### src/rtl/conv_pool.sv
// conv_pool: 2x2 signed max-pooling of a row-major serial 4x4 feature map, optional ReLU.
// Latency: each pooled result is registered one cycle after its window's last element.
// Backpressure: none; every in_valid cycle is accepted unconditionally.
module conv_pool #(
  parameter bit RELU = 1'b0
) (
  input  logic               clk,
  input  logic               rst_n,
  input  logic               in_valid,
  input  logic signed [15:0] in_data,
  output logic               out_valid,
  output logic signed [15:0] out_data,
  output logic               out_last
);

  // Position of the next element inside the 4x4 frame: pos = {r[1:0], c[1:0]}
  logic        [3:0]  pos;
  // Running max of the current row pair within a window
  logic signed [15:0] tmp;
  // Max of the even-row half of each column pair, read back on the odd row
  logic signed [15:0] part [2];

  logic               row_odd;
  logic               col_odd;
  logic               col_pair;
  logic signed [15:0] pair_max;
  logic signed [15:0] part_max;
  logic signed [15:0] result;

  assign row_odd  = pos[2];
  assign col_odd  = pos[0];
  assign col_pair = pos[1];

  // Signed maxima for each update path plus the optional ReLU clamp on the window result
  always_comb begin
    pair_max = (in_data > tmp) ? in_data : tmp;
    part_max = (in_data > part[col_pair]) ? in_data : part[col_pair];
    result   = pair_max;
    if (RELU && pair_max[15]) begin
      result = '0;
    end
  end

  // Frame position, partial maxima and registered single-cycle output pulse
  always_ff @(posedge clk or negedge rst_n) begin
    if (!rst_n) begin
      pos       <= '0;
      tmp       <= '0;
      part[0]   <= '0;
      part[1]   <= '0;
      out_valid <= 1'b0;
      out_data  <= '0;
      out_last  <= 1'b0;
    end else begin
      out_valid <= 1'b0;
      out_data  <= '0;
      out_last  <= 1'b0;
      if (in_valid) begin
        pos <= pos + 4'd1;
        unique case ({row_odd, col_odd})
          2'b00: tmp            <= in_data;
          2'b01: part[col_pair] <= pair_max;
          2'b10: tmp            <= part_max;
          2'b11: begin
            out_valid <= 1'b1;
            out_data  <= result;
            out_last  <= (pos == 4'd15);
          end
          default: ;
        endcase
      end
    end
  end

endmodule
### config.mk
export PLATFORM = sky130hd
export DESIGN_NAME = conv_pool
export DESIGN_NICKNAME = d
export VERILOG_FILES = /design/src/rtl/conv_pool.sv
export SDC_FILE = /design/constraint.sdc
export NUM_CORES = 1
export LEC_CHECK = 0
export BUFFER_PORTS_ARGS = -buffer_cell sky130_fd_sc_hd__buf_2
export CAP_MARGIN = 0
export CORE_AREA = 2 2 84 86
export CTS_BUF_LIST = sky130_fd_sc_hd__clkbuf_8 sky130_fd_sc_hd__clkbuf_16
export CTS_CLUSTER_DIAMETER = 60
export DETAILED_ROUTE_END_ITERATION = 7
export DIE_AREA = 0 0 86 88
export GPL_ROUTABILITY_DRIVEN = 0
export HOLD_SLACK_MARGIN = 0.06
export PLACE_DENSITY = 0.8
export RECOVER_POWER = 100
export SKIP_LAST_GASP = 1
export SYNTH_ARGS = -nofsm -noshare
export SYNTH_HDL_FRONTEND = slang
export SYNTH_SLANG_ARGS = --single-unit
### constraint.sdc
create_clock -name clk -period 4.4 [get_ports clk]
set_clock_uncertainty 0.05 [all_clocks]
set_input_delay 1.1 -clock clk [delete_from_list [all_inputs] [get_ports clk]]
set_output_delay 1.1 -clock clk [all_outputs]
set_load 0.05 [all_outputs]
# Yosys cells after proc, flatten, opt, wreduce, memory -nomap -nowiden
# Index checks and enable logic that the tools add are counted.
# word_totals
regBits	70
# classes
addsub	1
n_lt_le_gt_ge	4
eq_ne	4
muxes	15
bitwise_logic	1
reduce_logical	5
# op_table
cell	n
$mux W16	8
$bwmux W32	1
$gt A16 B16 Y1	2
$pmux W16 S2	1
$demux W16 S1	1
$add A4 B1 Y4 const B	1
$eq A2 B2 Y1 const B	2
$eq A4 B4 Y1 const B	1
$mux W1	4
$reduce_and A2 Y1	2
$eq A2 B1 Y1 const B	1
$ge A2 B2 Y1 const B	1
$logic_not A2 Y1	1
$lt A2 B1 Y1 const B	1
$not A1 Y2	1
$reduce_bool A2 Y1	1
$logic_and A1 B1 Y1	1

# Longest topological paths before layout
# depth
ltp_word	7
mapped_depth	11

# Worst setup path before layout
# No wires, ideal clock.
# synth_timing
path_kind	reg2reg
startpoint	reg pos[1]
endpoint	reg tmp[10]
setup_time_ps	122
t_arrival_ps	3284
path_slack_ps	943
stages_incl_launch_ff	12
n_path_buf	3
period_less_slack_ps	3457
cell_sequence	dfrtp_1 -> clkbuf_1 -> clkbuf_1 -> mux2i_1 -> ha_1 -> nand4_1 -> or4_1 -> or2_4 -> a311oi_4 -> buf_6 -> a31o_2 -> o21ai_1
# synth_via
elab_chain_cells	7
# synth_lines
element	line_no	source
from (decl)	17	logic [3:0] pos;
from (signal assigned)	59	pos <= pos + 4'd1;
$not A1 Y2 (implied by the code) *	37	part_max = (in_data > part[col_pair]) ? in_data : part[col_pair];
$mux W16 (implied by the code) * (3 in a row)	37	
$gt A16 B16 Y1	37	
$mux W16 *	37	
$pmux W16 S2 *	60	unique case ({row_odd, col_odd})
to (signal assigned)	61	2'b00: tmp <= in_data;
to (signal assigned)	63	2'b10: tmp <= part_max;
to (decl)	19	logic signed [15:0] tmp;
# Every way passes the cells marked *; elsewhere a longest branch is shown, timed or not. The select of a mux whose other input is x is not followed.
# A chain may end at the register's enable or synchronous reset.

# Worst setup path after layout
# layout_timing
startpoint	reg pos[1]
endpoint	reg tmp[6]
# The elaborated chain is that of the path after synthesis.

==> impl_metrics.tcl <==
set metrics [dict create \
    layout-drive-gt1-share 0.1473 \
    path_clk_slew_ns 0.07 \
    crit_chain "mux2i_1 -> ha_1 -> nand4_2 -> or4_1 -> or2_4 -> a311oi_4 -> buf_4 -> a21oi_1 -> o21ai_0" \
    yosys.area.top_type_share 0.4627 \
    drt-initial-drc-count 157 \
    final_cells 501 \
    fin_nets 469 \
    hold_viol_final 0 \
    cts_buffers 9 \
    clockBufferDepth 2 \
    wl_per_cell_um 16.00 \
    yosysSeqAreaShare 0.4627 \
    cts_setup_buffers 0 \
    crit_required_ns 4.61 \
    cts-root-buf "clkbuf_8" \
    clk_latency_ns 0.34 \
    dr.pass1.iters 4 \
    syn_area_um2 3786 \
    ys_ff_latch 70 \
    grt_overflow 0 \
    path_max_fanout 28 \
    period_share 0.8307 \
    areaGrowthSynthToFinish_pct 9.881 \
    cap_violations 1 \
    worstPathArrival_ns 3.86 \
    num_io_pins 37 \
    vias_per_cell 5.677 \
    htreeDepth 3 \
    portBuffers 36 \
    cts.sinks 70 \
    critPathTopFamily "simple AND/OR/NAND/NOR gates" \
    avgSynthCellArea_um2 9.885 \
    slowest_stage "dfrtp_1" \
    synth_fp_nets 435 \
    yosysTopAreaCell "dfrtp_1" \
    synth_cell_types 38 \
    cts_resized 0 \
    slew_headroom -0.1369 \
    min_path_type "register to register" \
    finalSetupViolations 0 \
    dp.final_hpwl_um 5690 \
    routed_wl_um 8018 \
    critical_path_class "register to register" \
    violations "max-capacitance violations, max-slew violations" \
    coreArea_um2 6644 \
    min_period_ns 3.655 \
    max_freq_mhz 273.6 \
    crit_buf_inv 1 \
    setup_tns_ns 0 \
    start_util 0.5699 \
    drv_slew 71 \
    cpPeakStageDelay_ns 0.79 \
    synth_edf_count 0 \
    tritoncts "done" \
    drc 0 \
    postCtsHoldBufs 0 \
    cp-start-kind "register" \
    grt_pass1_vias 2591 \
    fp-row-count 30 \
    drtAntennaViolNets 0 \
    status "complete, but fails checks" \
    ys_async_sr_fraction 1.000 \
    path_depth 9 \
    synth_warnings 0 \
    ir_worst_vdd_v 0.0002540 \
    die_h_um 88 \
    leakage_uw 0.002014 \
    gr-usage-all-layers 0.2242 \
    antennaDiodeCount 0 \
    ys.flop_type "dfrtp_1" \
    die_w_um 86 \
    antenna_found_initial 0 \
    holdPathStages 1 \
    grt_pass1_wl_um 13020 \
    worst_slew_pin_slew_ns 1.705 \
    synth_area_leaders "dfrtp_1 (46%), ha_1 (11%), mux2i_1 (8.2%)" \
    die-area_um2 7568 \
    grt_max_degree 71 \
    r2r_cells 9 \
    end_kind "register" \
    rsz0062_at_grt "no" \
    netlist_instances 383 \
    dp.cells 486 \
    p_per_area_nw_per_um2 756.3 \
    num_vias 2844 \
]
worst reg2reg max path: cells and delay by family (launching register included):
family | cells | cell delay, ns
buf+inv | 1 | 0.36
mux | 1 | 0.26
fa+ha+maj | 1 | 0.43
compound gates | 3 | 0.69
simple gates | 3 | 1.01
flops | 1 | 0.79
cell usage after synthesis, drive strengths merged, types with 3 or more instances:
cell type,count
o21ai,20
nand2,27
dfrtp,70
nor2,50
nand4,5
clkbuf,14
nand2b,3
buf,6
mux2i,31
inv,22
a31o,16
ha,33
a21oi,61
state kept, by name (all words and copies together) (netlist names):
| register | cells |
|---|---|
| out_data | 16 |
| out_last | 1 |
| out_valid | 1 |
| part | 32 |
| pos | 4 |
| tmp | 16 |
layout make-up:
class / count / area, um^2
fillers: 549 / 2484
multi-input cells: 271 / 1846
flip-flops and latches: 70 / 1752
repair buffers: 43 / 205.2
clock buffers: 11 / 151.4
well taps: 80 / 100.1
inverters: 22 / 82.58
clock inverters: 4 / 23.77
logic make-up (layout without fill, tap and decap cells):
kind of cell,after synthesis,after routing,synth area share
compound gates,107,107,0.1715
simple gates,95,95,0.1084
flops,70,70,0.4627
buf+inv,42,80,0.05353
fa+ha+maj,33,33,0.1091
mux,33,33,0.08791
xor+xnor,3,3,0.006941
placed cells by master, fill, tap and decap left out, types with 2 or more instances in the layout:
| master | n |
|---|---|
| a31o_2 | 16 |
| mux2_2 | 2 |
| or4_1 | 2 |
| nand2b_1 | 3 |
| mux2i_1 | 31 |
| clkbuf_8 | 11 |
| xnor2_1 | 2 |
| nor2_1 | 50 |
| nand2_1 | 27 |
| inv_1 | 23 |
| a21oi_1 | 61 |
| o21ai_0 | 19 |
| a21o_1 | 2 |
| clkinvlp_4 | 2 |
| clkbuf_1 | 20 |
| nand4_1 | 4 |
| buf_2 | 16 |
| dfrtp_1 | 70 |
| buf_4 | 6 |
| ha_1 | 33 |
routing by layer:
metal,part of all wire,track usage,up-vias
li1,-,-,1405
met2,0.46,0.3432,70
met1,0.48,0.3216,1363
met4,0.012,0.07937,0
met3,0.052,0.04147,6
met5,0,0,-
power by group:
part,switching (uW),total (uW),internal (uW)
Sequential,193,1110,914
Combinational,975,1570,593
Clock,241,470,229
final timing paths:
kind / from / end / slack, ns
min in group asynchronous: rst_n / part[1]$_DFFE_PN0P_ / 1.23
max in group asynchronous: rst_n / out_data[8]$_DFF_PN0_ / 2.06
hold reg to reg: pos[3]$_DFFE_PN0P_ / pos[3]$_DFFE_PN0P_ / 0.42
setup reg to reg: pos[1]$_DFFE_PN0P_ / tmp[6]$_DFFE_PN0P_ / 0.75
setup / recovery: pos[1]$_DFFE_PN0P_ / tmp[6]$_DFFE_PN0P_ / 0.75
hold / removal: pos[3]$_DFFE_PN0P_ / pos[3]$_DFFE_PN0P_ / 0.42
through the flow:
stage / setup slack (ns) / area (um^2) / hold WS (ns) / util / total power, uW
global route: 0.4682 / 4160 / 0.4409 / 0.6262 / 3398
global placement: 0.7659 / 4013 / 0.4023 / 0.6040 / 2619
detailed placement: 0.6451 / 4013 / 0.4132 / 0.6040 / 2694
CTS: 0.7791 / 4188 / 0.4273 / 0.6303 / 3173
finish: 0.7450 / 4160 / 0.4209 / 0.6262 / 3146
floorplan: 0.9433 / 3786 / 0.3873 / - / 2348
Power figures use the tool's default switching activity.
